--- config.mk ---
export PLATFORM = sky130hd
export DESIGN_NAME = systolic_drain
export DESIGN_NICKNAME = d
export VERILOG_FILES = /design/src/rtl/systolic_drain.sv
export SDC_FILE = /design/constraint.sdc
export NUM_CORES = 1
export LEC_CHECK = 0
export ABC_AREA = 1
export CAP_MARGIN = 20
export CELL_PAD_IN_SITES_DETAIL_PLACEMENT = 2
export CELL_PAD_IN_SITES_GLOBAL_PLACEMENT = 2
export CORE_ASPECT_RATIO = 1.5
export CORE_MARGIN = 3
export CORE_UTILIZATION = 30
export DETAILED_ROUTE_END_ITERATION = 10
export GPL_ROUTABILITY_DRIVEN = 0
export GPL_TIMING_DRIVEN = 0
export PLACE_DENSITY = 0.92
export SLEW_MARGIN = 20
export SYNTH_ARGS = -nofsm -noshare
export SYNTH_HDL_FRONTEND = slang
export SYNTH_SLANG_ARGS = --single-unit
--- constraint.sdc ---
create_clock -name clock -period 8.7 [get_ports clock]
set_input_delay 1.305 -clock clock [delete_from_list [all_inputs] [get_ports clock]]
set_output_delay 1.305 -clock clock [all_outputs]
set_load 0.02 [all_outputs]
--- src/rtl/systolic_drain.sv ---
// systolic_drain: result drain for the ternary systolic array.
// On a capture pulse the psum grid is snapshotted and the array accumulators
// are cleared for one cycle. The snapshot is then requantised (arithmetic
// shift right, saturate) and streamed out one row per valid/ready beat.
module systolic_drain #(
    parameter int WIDTH          = 16,
    parameter int HIDDEN_SIZE    = 4,
    parameter int CONTEXT_LENGTH = 4,
    parameter int OUT_WIDTH      = 16,
    parameter int SHW            = $clog2(2*WIDTH)
) (
    input  logic                                                     clock,
    input  logic                                                     rst_n,
    input  logic                                                     capture,
    input  logic [SHW-1:0]                                           shift,
    input  logic [HIDDEN_SIZE-1:0][CONTEXT_LENGTH-1:0][2*WIDTH-1:0]  y_in,
    output logic                                                     arr_clr,
    output logic                                                     busy,
    output logic                                                     m_valid,
    input  logic                                                     m_ready,
    output logic [CONTEXT_LENGTH-1:0][OUT_WIDTH-1:0]                 m_data,
    output logic [(HIDDEN_SIZE > 1 ? $clog2(HIDDEN_SIZE) : 1)-1:0]   m_row,
    output logic                                                     m_last,
    output logic                                                     m_sat
);

    localparam int PW    = 2*WIDTH;
    localparam int ROW_W = (HIDDEN_SIZE > 1) ? $clog2(HIDDEN_SIZE) : 1;

    // Saturation bounds expressed at psum width.
    localparam logic signed [PW-1:0] SAT_MAX = {{(PW-OUT_WIDTH+1){1'b0}}, {(OUT_WIDTH-1){1'b1}}};
    localparam logic signed [PW-1:0] SAT_MIN = ~SAT_MAX;

    typedef enum logic [1:0] {
        IDLE   = 2'd0,
        CLEAR  = 2'd1,
        STREAM = 2'd2
    } state_t;

    state_t state;
    state_t state_nxt;
    logic   accept;
    logic   vld_p1;
    logic   row_last;

    logic [HIDDEN_SIZE-1:0][CONTEXT_LENGTH-1:0][PW-1:0] snap_p0;
    logic [SHW-1:0]                                     shift_p0;
    logic [ROW_W-1:0]                                   row_p0;
    logic [CONTEXT_LENGTH-1:0]                          lane_sat;

    // Shift amounts past the psum width would only replicate the sign bit.
    function automatic int clamp_shift(input int s);
        return (s > PW-1) ? PW-1 : s;
    endfunction

    function automatic logic signed [PW-1:0] ashr(input logic signed [PW-1:0] y,
                                                  input logic [SHW-1:0] sh);
        return y >>> sh;
    endfunction

    function automatic logic sat_hit(input logic signed [PW-1:0] r);
        return (r > SAT_MAX) || (r < SAT_MIN);
    endfunction

    function automatic logic signed [OUT_WIDTH-1:0] saturate(input logic signed [PW-1:0] r);
        if (r > SAT_MAX) begin
            return SAT_MAX[OUT_WIDTH-1:0];
        end else if (r < SAT_MIN) begin
            return SAT_MIN[OUT_WIDTH-1:0];
        end
        return r[OUT_WIDTH-1:0];
    endfunction

    assign vld_p1   = (state == STREAM);
    assign row_last = (row_p0 == ROW_W'(HIDDEN_SIZE-1));

    // FSM state register
    always_ff @(posedge clock or negedge rst_n) begin
        if (!rst_n) begin
            state <= IDLE;
        end else begin
            state <= state_nxt;
        end
    end

    // FSM next state; capture is only honoured from IDLE
    always_comb begin
        state_nxt = state;
        accept    = 1'b0;
        case (state)
            IDLE: begin
                if (capture) begin
                    accept    = 1'b1;
                    state_nxt = CLEAR;
                end
            end
            CLEAR: begin
                state_nxt = STREAM;
            end
            STREAM: begin
                if (m_ready && row_last) begin
                    state_nxt = IDLE;
                end
            end
            default: begin
                state_nxt = IDLE;
            end
        endcase
    end

    // ---- stage p0: snapshot grid and shift, request one-cycle array clear ----
    // Snapshot capture and clear request; arr_clr holds high through reset
    always_ff @(posedge clock or negedge rst_n) begin
        if (!rst_n) begin
            snap_p0  <= '0;
            shift_p0 <= '0;
            arr_clr  <= 1'b1;
        end else begin
            arr_clr <= accept;
            if (accept) begin
                snap_p0  <= y_in;
                shift_p0 <= SHW'(clamp_shift(int'(shift)));
            end
        end
    end

    // Row pointer advances on each handshake and wraps after the last row
    always_ff @(posedge clock or negedge rst_n) begin
        if (!rst_n) begin
            row_p0 <= '0;
        end else if (vld_p1 && m_ready) begin
            row_p0 <= row_last ? '0 : row_p0 + ROW_W'(1);
        end
    end

    // ---- stage p1: requantise the selected snapshot row ----
    // Per-lane shift and saturate of the row being presented
    always_comb begin
        m_data   = '0;
        lane_sat = '0;
        for (int j = 0; j < CONTEXT_LENGTH; j++) begin
            m_data[j]   = saturate(ashr($signed(snap_p0[row_p0][j]), shift_p0));
            lane_sat[j] = sat_hit(ashr($signed(snap_p0[row_p0][j]), shift_p0));
        end
    end

    assign busy    = (state != IDLE);
    assign m_valid = vld_p1;
    assign m_row   = row_p0;
    assign m_last  = vld_p1 && row_last;
    assign m_sat   = vld_p1 && (|lane_sat);

endmodule

==> results.md, run 1 <==
* Sequential area share after synthesis at 0.4289
* Fin area at 0.04023 mm^2
* TritonCTS clock tree: done
* Largest net degree at the start of global routing at 98
* I/O Buffers at 591
* Core Area at 0.1004 mm^2
* Detail Route Antenna Nets at 0
* Area delta synth->final at 32.06%
* Clock Pin Slew Worst Setup and Hold Paths at 60 ps
* DP Area at 0.03828 mm^2
* Yosys cell types at 36
* Worst Clk Skew at 19.88 ps
* Router iterations before antenna repair at 6
* Worst-Skew Late Latency at 650 ps
* Synth Flop Type: dfrtp_1
* WL/cell at 28.60 um
* Hold_buf cts at 0
* Post_cts resized at 0
* RSZ-0062 raised after global routing: false
* CP Class: register to primary output
* Setup violations, final at 0
* Final Core Density at 0.4007
* Global Route Usage Sum at 0.3534
* WHS Path Cells at 2
* Initial antenna violation count at 13
* Status: finished clean
* Post-route DRC at 0
* Global-route wire length before repair at 276.0 mm
* Final #Nets at 5857
* YS warnings at 0
* Leak Pwr at 20.04 nW
* Chip Height at 396.3 um
* Vias at 37.49k
* Endpoint type of the worst setup path: primary output
* Final worst path period share at 0.8548
* Most numerous cell in the Yosys netlist: nand2_1
* Vias in the first global route at 41.40k
* Cell Rows at 142
* Top cells by area, synth: dfrtp_1, nand2_1, nand3_1
* Max Cap Viol at 0
* Post-synth EDFFs at 0
* Power Dens Cells at 516.7 mW/mm^2
* Max VDD drop at 0.0002123 V
* Maximum root-to-sink buffer count at 3
* Area share of the largest cell type after synthesis at 0.4280
* F_max at 0.1345 GHz
* Dpl ws at 2145 ps
* Initial DRC count at 3052
* # clock sinks at 522
* Total length of routed wires at 191.1 mm
* Worst setup SP type: register
* Mapped Area at 0.03046 mm^2
* Syn Nets at 5197
* Die Area at 0.1055 mm^2
* CP required at 7390 ps
* CTS Root Buffer Type: clkbuf_16
* FILL cells at 12.03k
* Worst r2r path cells at 7
* Final Max Tran Viols at 0
* Final TNS setup at 0 ps
* Clock period minus worst slack at 7437 ps
* Vias/cell at 5.609
* Worst Tran Pin Value at 1228 ps
* Final Hold Fails at 0
* Mean Syn Cell Area at 6.516 um^2
* Slew margin rel. at 0.1811
* Number of setup buffers added after CTS at 0
* Final worst slack at 1263 ps
* Critical path data arrival time at 6130 ps
* Commonest cells post-synth: nand2_1, nand3_1, dfrtp_1
* HPWL Detailed at 150.4 mm
* Share of cells above drive strength 1 at 0.04330
* #FFs+latches synth at 522
* CP max FO at 10
* Inserted Clock Buffers at 57
* Hold WC Path Type: register to register
* Grt ovf at 0
* Die width at 266.2 um
* Asr flop ratio synth at 1.000
* Initial Util at 0.3034
* Post-synth top area cell: dfrtp_1
* Top-level I/O count at 592
* H-Tree Depth at 2
* Syn Inst Count at 4675
==> layout make-up <==
| cell class | instances | area, um^2 | area share |
|---|---|---|---|
| flip-flops and latches | 522 | 13060 | 0.3248 |
| plain buffers | 327 | 1523 | 0.03785 |
| inverters | 42 | 157.7 | 0.003919 |
| multi-input cells | 3784 | 15730 | 0.3909 |
| clock buffers | 81 | 1678 | 0.04171 |
| clock inverters | 24 | 250.2 | 0.006221 |
| well taps | 1296 | 1622 | 0.04031 |
| repair buffers | 601 | 6188 | 0.1538 |
| diodes | 7 | 17.52 | 0.0004355 |
==> per-stage QoR <==
step | cells | hold slack, ps | power [mW]
floorplan | 4675 | 443.6 | 11.47
global placement | 6562 | 458.9 | 16.98
detailed placement | 6572 | 468.5 | 17.64
CTS | 6677 | 485.9 | 20.40
global route | 6680 | 501.2 | 21.83
finish | 6684 | 484.5 | 20.78
==> worst max-delay path, stage by stage, from the launching register on <==
cell and delay [ps]:
dfrtp_1 430, buf_4 240, buf_4 260, buf_2 380, buf_1 660, clkbuf_1 710
o21ai_0 250, o22ai_1 260, nand2_1 70, o21ai_0 150, o211ai_1 120, o21ai_0 110
nand2_1 80, o211ai_1 170, o21ai_0 130, o21ai_0 670, clkdlybuf4s50_1 750
==> kinds of logic after synthesis <==
logic type               Yosys count  share of synthesized area
adder cells (fa/ha/maj)            1                  0.0004107
buffers and inverters            369                    0.05484
multiplexers                       7                   0.002300
AO/OA/AOI/OAI                    405                    0.07484
AND/OR/NAND/NOR                 3371                     0.4387
flip-flops                       522                     0.4289
==> per-layer routing <==
| layer | GRT usage | vias up | part of all wire |
|---|---|---|---|
| met5 | 0 | - | 0.000068 |
| met4 | 0.2449 | 2 | 0.081 |
| met3 | 0.05122 | 587 | 0.061 |
| met2 | 0.6143 | 1798 | 0.49 |
| met1 | 0.3982 | 18920 | 0.37 |
| li1 | - | 16180 | - |
==> registers in the layout (all words and copies together), names as in the netlist <==
| register | count |
|---|---|
| m_row | 2 |
| state | 2 |
| snap_p0 | 512 |
| arr_clr | 1 |
| shift_p0 | 5 |
==> final timing paths <==
path	startpoint	slack [ps]	to
max	m_row[1]	1260	m_data[32]
min	snap_p0[335]	480	snap_p0[335]
max reg2reg	state[1]	5070	snap_p0[46]
min reg2reg	snap_p0[335]	480	snap_p0[335]
max in group asynchronous	rst_n	6830	snap_p0[131]
min in group asynchronous	rst_n	560	snap_p0[87]
==> power breakdown <==
group / total, mW / internal (mW) / leakage (nW) / switching (mW)
clock network: 2.58 / 1.44 / 0.955 / 1.14
logic: 13.7 / 3.89 / 12.6 / 9.79
registers: 4.53 / 3.58 / 6.47 / 0.945
==> placed cells by master, fill, tap and decap left out, types with 3 or more instances in the layout <==
cell type	instances
buf_2	66
o21a_1	9
dfrtp_1	521
o22ai_1	17
nor2_1	118
a31oi_1	26
bufinv_16	3
nand4_1	5
o21ai_1	40
a21oi_1	53
nand2_1	2705
and2_1	4
clkdlybuf4s50_1	590
inv_2	9
diode_2	7
buf_16	9
clkbuf_8	14
mux2i_1	7
o21ai_0	210
nand3_1	525
a32o_1	11
o211ai_1	18
buf_6	18
nand2_2	5
clkbuf_1	177
buf_4	18
inv_1	32
clkbuf_2	8
nand3b_1	3
nor3_1	6
clkinv_2	12
buf_1	49
clkinv_4	3
o22a_1	12
clkbuf_16	58
Power figures use the tool's default switching activity.
==> run 2, diff against run 1 <==
Settings changed: GPL_ROUTABILITY_DRIVEN 0 to not set.
==> run 2 against run 1 <==
  * Combinational power hardly changed
  * Register-to-register slack worse by 70 ps
  * Routed wire length up 6.7%
  * Clock skew up 5.4 ps
  * Die area unchanged
  * Utilization barely moved
  * Final cell count hardly changed
  * Fmax down 0.45%
  * Sequential cell count did not move
  * First-iteration DRC count increased by 3.0%
  * Critical path type unchanged
  * Largest power group unchanged
==> results.md, run 2 (synthesis results as in run 1) <==
* Register area at 0.01306 mm^2 (unchanged)
* Die Area at 0.1055 mm^2 (unchanged)
* Max VDD drop at 0.0002341 V (+10%)
* M1 GR Usage at 0.4188 (+0.02058)
* CTS Root Buffer Type: clkbuf_16
* F_max at 0.1339 GHz (-0.45%)
* Global-route wire length before repair at 290.5 mm (+5.3%)
* Area of the multi-input gates at 0.01573 mm^2 (unchanged)
* Largest Register: snap_p0
* WHS Path Cells at 2 (unchanged)
* CP cell instances: buf_4 -> inv_2 -> buf_4 -> buf_4 -> buf_2 -> clkbuf_1 -> nand3_1 -> a31oi_1 -> nand2_1 -> o21ai_0 -> nor2_1 -> a31oi_1 -> o22ai_1 -> o21ai_0 -> o21ai_1 -> clkdlybuf4s50_1
* TritonCTS clock tree: done
* Chip Height at 396.3 um (unchanged)
* Cell Rows at 142 (unchanged)
* Setup violations, final at 0 (unchanged)
* Slew margin rel. at 0.1581 (-0.02301)
* Area delta synth->final at 32.10% (about the same)
* Clock period minus worst slack at 7471 ps (+33.77 ps)
* Vias in the first global route at 42.21k (+2.0%)
* Number of cells on the critical path at 16 (unchanged)
* Hold_buf cts at 0 (unchanged)
* Fin area at 0.04024 mm^2 (about the same)
* Most frequent cells in the layout: nand2_1, clkdlybuf4s50_1, nand3_1, dfrtp_1, o21ai_0
* Worst-Skew Late Latency at 660 ps (about the same)
* Post_cts resized at 0 (unchanged)
* Maximum root-to-sink buffer count at 3 (unchanged)
* Max FFs per register at 512 (unchanged)
* Worst Path Buf+Inv at 7 (+1)
* Status: finished clean
* FILL cells at 11.98k (-0.44%)
* GRT busiest layer: met2
* Final worst slack at 1229 ps (-33.77 ps)
* Post-route DRC at 0 (unchanged)
* Max Cap Viol at 0 (unchanged)
* Inserted Clock Buffers at 57 (unchanged)
* Clock Pin Slew Worst Setup and Hold Paths at 70 ps (about the same)
* CP required at 7390 ps (about the same)
* Crit-path slowest cell: clkbuf_1
* Worst Clk Skew at 25.26 ps (+5.381 ps)
* Critical path data arrival time at 6170 ps (+40 ps)
* CP max FO at 10 (unchanged)
* Hold WC Path Type: register to register
* Largest net degree at the start of global routing at 96 (-2.0%)
* I/O Buffers at 591 (unchanged)
* CP Class: register to primary output
* Dpl ws at 2158 ps (+12.65 ps)
* Vias/cell at 5.681 (+1.3%)
* Top-level I/O count at 592 (unchanged)
* Number of setup buffers added after CTS at 0 (unchanged)
* Vias at 37.97k (+1.3%)
* Final #Nets at 5857 (unchanged)
* Worst Tran Pin Value at 1263 ps (+34.51 ps)
* Crit path largest cell delay at 710 ps (-40 ps)
* Initial DRC count at 3145 (+3.0%)
* Met3 usage at 0.05524 (+0.004026)
* Leak Pwr at 20.05 nW (about the same)
* Biggest regs: snap_p0 x512, shift_p0 x5
* RSZ-0062 raised after global routing: false
* Cell mode on critical path: buf_4
* Commonest non-fill, non-tap cell in the layout: nand2_1
* Router iterations before antenna repair at 5 (-1)
* Worst setup SP type: register
* H-Tree Depth at 2 (unchanged)
* Final Max Tran Viols at 0 (unchanged)
* Final Core Density at 0.4008 (about the same)
* Endpoint type of the worst setup path: primary output
* Final Hold Fails at 0 (unchanged)
* Detail Route Antenna Nets at 0 (unchanged)
* HPWL Detailed at 156.7 mm (+4.2%)
* WL/cell at 30.52 um (+6.7%)
* Core Area at 0.1004 mm^2 (unchanged)
* Final GP Congestion at 1.001
* Grt ovf at 0 (unchanged)
* Power Dens Cells at 528.2 mW/mm^2 (+2.2%)
* DP Area at 0.03828 mm^2 (unchanged)
* Initial Util at 0.3034 (unchanged)
* Global Route Usage Sum at 0.3756 (+0.02224)
* Met2 Use GR at 0.6496 (+0.03528)
* Final worst path period share at 0.8587 (+0.003882)
* Worst path top cell family by delay: buffers and inverters
* Initial antenna violation count at 8 (-5)
* Share of cells above drive strength 1 at 0.04349 (+0.0001858)
* Die width at 266.2 um (unchanged)
* Total length of routed wires at 204.0 mm (+6.7%)
* # clock sinks at 522 (unchanged)
* Worst r2r path cells at 7 (unchanged)
run 2: cell types whose count changed in the layout (fill, tap and decap cells not counted), sizes merged:
cell | before | now
bufinv | 3 | 5
clkbuf | 257 | 254
diode | 7 | 6
clkinv | 17 | 14
inv | 44 | 47
clkinvlp | 2 | 3
run 2: path summary, 6_finish.rpt:
path,from,endpoint,slack [ps]
setup / recovery,m_row[1],m_data[52],1230
hold / removal,snap_p0[391],snap_p0[391],490
setup reg to reg,shift_p0[3],shift_p0[3],5000
hold reg to reg,snap_p0[391],snap_p0[391],490
max in group asynchronous,rst_n,snap_p0[408],6000
min in group asynchronous,rst_n,snap_p0[85],530
run 2: through the flow:
step | TNS [ps] | power, mW | hold WS, ps | instances
3_5_place_dp | 0 | 17.93 | 466.3 | 6572
2_1_floorplan | 0 | 11.47 | 443.6 | 4675
5_1_grt | 0 | 22.26 | 510.3 | 6681
6_report | 0 | 21.25 | 485.6 | 6683
3_3_place_gp | -9221930 | 17.28 | 460.3 | 6562
4_1_cts | 0 | 20.90 | 483.2 | 6677
run 2: routing by layer:
| layer | share of wire | wire length, um |
|---|---|---|
| met1 | 0.37 | 74600 |
| met2 | 0.49 | 99230 |
| met3 | 0.061 | 12390 |
| met4 | 0.087 | 17720 |
| met5 | 0.00014 | 28 |
run 2: worst reg2reg max path: cells and delay by family (launching register included):
family          cells  cell delay [ps]
buf+inv             6             2910
flops               1              360
compound gates      1              260
run 2: final cells by class:
cell class	count	share of cell area
Buffer	327	0.03787
Clock buffer	78	0.04039
Sequential cell	522	0.3247
Tap cell	1296	0.04030
Antenna cell	6	0.0003731
Inverter	42	0.003918
Timing Repair Buffer	601	0.1538
Clock inverter	27	0.007836
Multi-Input combinational cell	3784	0.3908
run 2: power breakdown:
part           leakage (nW)  switching (mW)  internal (mW)  total (mW)
clock network         0.956            1.17           1.46        2.64
logic                  12.6            10.1           3.89        14.0
registers              6.47           0.999           3.58        4.58
total                  20.0            12.3           8.94        21.3
==> run 3, diff against run 2 <==
--- a/config.mk
+++ b/config.mk
@@ -9,10 +9,10 @@
 export CAP_MARGIN = 20
-export CELL_PAD_IN_SITES_DETAIL_PLACEMENT = 2
-export CELL_PAD_IN_SITES_GLOBAL_PLACEMENT = 2
+export CELL_PAD_IN_SITES_DETAIL_PLACEMENT = 0
+export CELL_PAD_IN_SITES_GLOBAL_PLACEMENT = 1
 export CORE_ASPECT_RATIO = 1.5
 export CORE_MARGIN = 3
-export CORE_UTILIZATION = 30
+export CORE_UTILIZATION = 40
 export DETAILED_ROUTE_END_ITERATION = 10
 export GPL_TIMING_DRIVEN = 0
-export PLACE_DENSITY = 0.92
+export PLACE_DENSITY = 0.94
 export SLEW_MARGIN = 20
==> constraint.sdc (replaced) <==
create_clock -name clock -period 8.7 [get_ports clock]
set_input_delay 1.74 -clock clock [delete_from_list [all_inputs] [get_ports clock]]
set_output_delay 1.74 -clock clock [all_outputs]
set_load 0.02 [all_outputs]
==> run 3 against run 2 <==
  * First-iteration DRC count increased by 17%
  * Critical path depth unchanged
  * Non-clock buffer count decreased by 1
  * Setup slack got worse by 280 ps
  * Via count decreased by 6.3%
  * Fmax decreased by 3.6%
  * Clock skew increased by 4.9 ps
  * Utilization increased by 13 points
  * Largest cell class unchanged
==> results.md, run 3 (synthesis results as in run 1) <==
* Largest net degree at the start of global routing at 96 (unchanged)
* Area delta synth->final at 29.99%
* Final Hold Fails at 0 (unchanged)
* RSZ-0062 raised after global routing: false
* Worst Tran Pin Value at 1121 ps (-141.9 ps)
* Total net switching power at 11.01 mW (-11%)
* Global-route wire length before repair at 225.7 mm (-22%)
* Worst setup SP type: register
* Max VDD drop at 0.0002017 V (-14%)
* TritonCTS clock tree: done
* Hold WC Path Type: register to register
* H-Tree Depth at 2 (unchanged)
* Final #Nets at 5850 (-0.12%)
* Cell Rows at 123 (-13%)
* Grt ovf at 0 (unchanged)
* Core Area at 0.07526 mm^2 (-25%)
* CP required at 6960 ps (-430 ps)
* Detail Route Antenna Nets at 0 (unchanged)
* Die Area at 0.07957 mm^2 (-25%)
* Hold endpoint: snap_p0[502]
* Vias at 35.58k (-6.3%)
* Critical path data arrival time at 6010 ps (-160 ps)
* Post_cts resized at 0 (unchanged)
* Router iterations before antenna repair at 7 (+2)
* Global Route Usage Sum at 0.3861 (+0.01048)
* CP Class: register to primary output
* Initial antenna violation count at 7 (-1)
* Vias/cell at 5.586 (-1.7%)
* Die width at 231.3 um (-13%)
* Worst r2r path cells at 8 (+1)
* R2R Path Start: shift_p0[4]
* Setup violations, final at 0 (unchanged)
* HPWL Detailed at 126.2 mm (-19%)
* Initial Util at 0.4048 (+0.1013)
* Status: finished clean
* Largest Register: snap_p0
* Final worst path period share at 0.8911 (+0.03242)
* WHS Path Cells at 2 (unchanged)
* Slew margin rel. at 0.2527 (+0.09457)
* Vias in the first global route at 34.29k (-19%)
* Worst Clk Skew at 30.13 ps (+4.867 ps)
* Chip Height at 344.0 um (-13%)
* DP Area at 0.03788 mm^2 (-1.0%)
* Inserted Clock Buffers at 51 (-11%)
* RR Endpoint: shift_p0[4]
* Power share of the combinational group at 0.660 (about the same)
* Final Core Density at 0.5262 (+0.1253)
* Initial DRC count at 3692 (+17%)
* Worst hold slack at 476.7 ps (-8.822 ps)
* Top-level I/O count at 592 (unchanged)
* CTS Root Buffer Type: clkbuf_16
* Final Max Tran Viols at 0 (unchanged)
* Clock period minus worst slack at 7753 ps (+282.1 ps)
* Power Dens Cells at 499.1 mW/mm^2 (-5.5%)
* CP max FO at 11 (+1)
* Register area at 0.01306 mm^2 (unchanged)
* Post-route DRC at 0 (unchanged)
* Max Cap Viol at 0 (unchanged)
* # clock sinks at 522 (unchanged)
* Clock Pin Slew Worst Setup and Hold Paths at 70 ps (about the same)
* F_max at 0.1290 GHz (-3.6%)
* I/O Buffers at 591 (unchanged)
* Hold_sp: snap_p0[502]
* WL/cell at 24.95 um (-18%)
* Fin area at 0.03960 mm^2 (-1.6%)
* Number of setup buffers added after CTS at 0 (unchanged)
* Worst-Skew Late Latency at 640 ps (-20 ps)
* Area of the multi-input gates at 0.01573 mm^2 (unchanged)
* Leak Pwr at 19.91 nW (-0.70%)
* Share of cells above drive strength 1 at 0.04043 (-0.003054)
* Endpoint type of the worst setup path: primary output
* FILL cells at 7659 (-36%)
* Switching Share at 0.5571 (-0.02232)
* Sequential share of power at 0.222 (+0.007)
* Commonest non-fill, non-tap cell in the layout: nand2_1
* Maximum root-to-sink buffer count at 3 (unchanged)
* R2r setup slk at 4930 ps (-70 ps)
* Total length of routed wires at 158.9 mm (-22%)
* Most frequent cells in the layout: nand2_1, clkdlybuf4s50_1, nand3_1, dfrtp_1, o21ai_0
* Final GP Congestion at 1.011 (+1.0%)
* Hold_buf cts at 0 (unchanged)
* Clk pwr share at 0.119 (-0.005)
* Biggest regs: snap_p0 x512, shift_p0 x5
* Int Power at 8.754 mW (-2.1%)
* Max FFs per register at 512 (unchanged)
-- run 3: cell type report --
class                   instances  share of cell area
clock buffers                  68             0.03536
repair buffers                600              0.1556
clock inverters                24            0.007742
diodes                          3           0.0001896
well taps                    1000             0.03160
flip-flops and latches        522              0.3299
multi-input cells            3784              0.3972
inverters                      42            0.003981
plain buffers                 327             0.03846
-- run 3: per-layer routing --
metal  vias up  GRT usage  share of wire  routed length, um
met2      1827     0.6539           0.48              75840
met3       402    0.05296          0.071              11330
met1     17210     0.4738           0.38              61080
met4         2     0.2176          0.067              10640
li1      16150          -              -                  -
met5         -          0       0.000082                 13
-- run 3: worst max path at each step --
stage	startpoint	to	slack [ps]	cells after the start
after global placement	rst_n	snap_p0[343]	-17650	1
after detailed placement	m_row[1]	m_data[49]	1870	16
after CTS	m_row[1]	m_data[49]	1190	16
after global routing	m_row[0]	m_data[48]	990	16
after floorplan	m_row[1]	m_data[11]	4150	16
final	m_row[1]	m_data[53]	950	16
-- run 3: per-stage QoR --
step	instances	total power, mW	TNS (ps)	worst slack [ps]
detailed placement	6275	17.02	0	1867
CTS	6367	19.40	0	1190
global route	6368	20.80	0	990.9
global placement	6266	16.94	-9122430	-17650
floorplan	4675	11.47	0	4154
finish	6370	19.76	0	947.3
-- run 3: worst max-delay path, stage by stage, from the launching register on --
cell and delay (ps):
dfrtp_1 440, buf_4 220, inv_2 150, buf_4 310, buf_4 270, buf_2 490, clkbuf_1 620, nand3_1 230
nand3_1 140, o21ai_0 190, o21ai_0 390, nor2_1 150, a31oi_1 400, o21ai_0 140, o21ai_0 480, o21ai_1 130
clkdlybuf4s50_1 560
-- run 3: power groups by stage --
stage | Clock (mW) | Combinational (mW) | Sequential (mW)
after global placement | 0 | 12.6 | 4.38
after floorplan | 0 | 7.41 | 4.06
after CTS | 2.35 | 12.7 | 4.35
final | 2.34 | 13.0 | 4.38
after detailed placement | 0 | 12.7 | 4.37
after global routing | 2.44 | 13.9 | 4.47
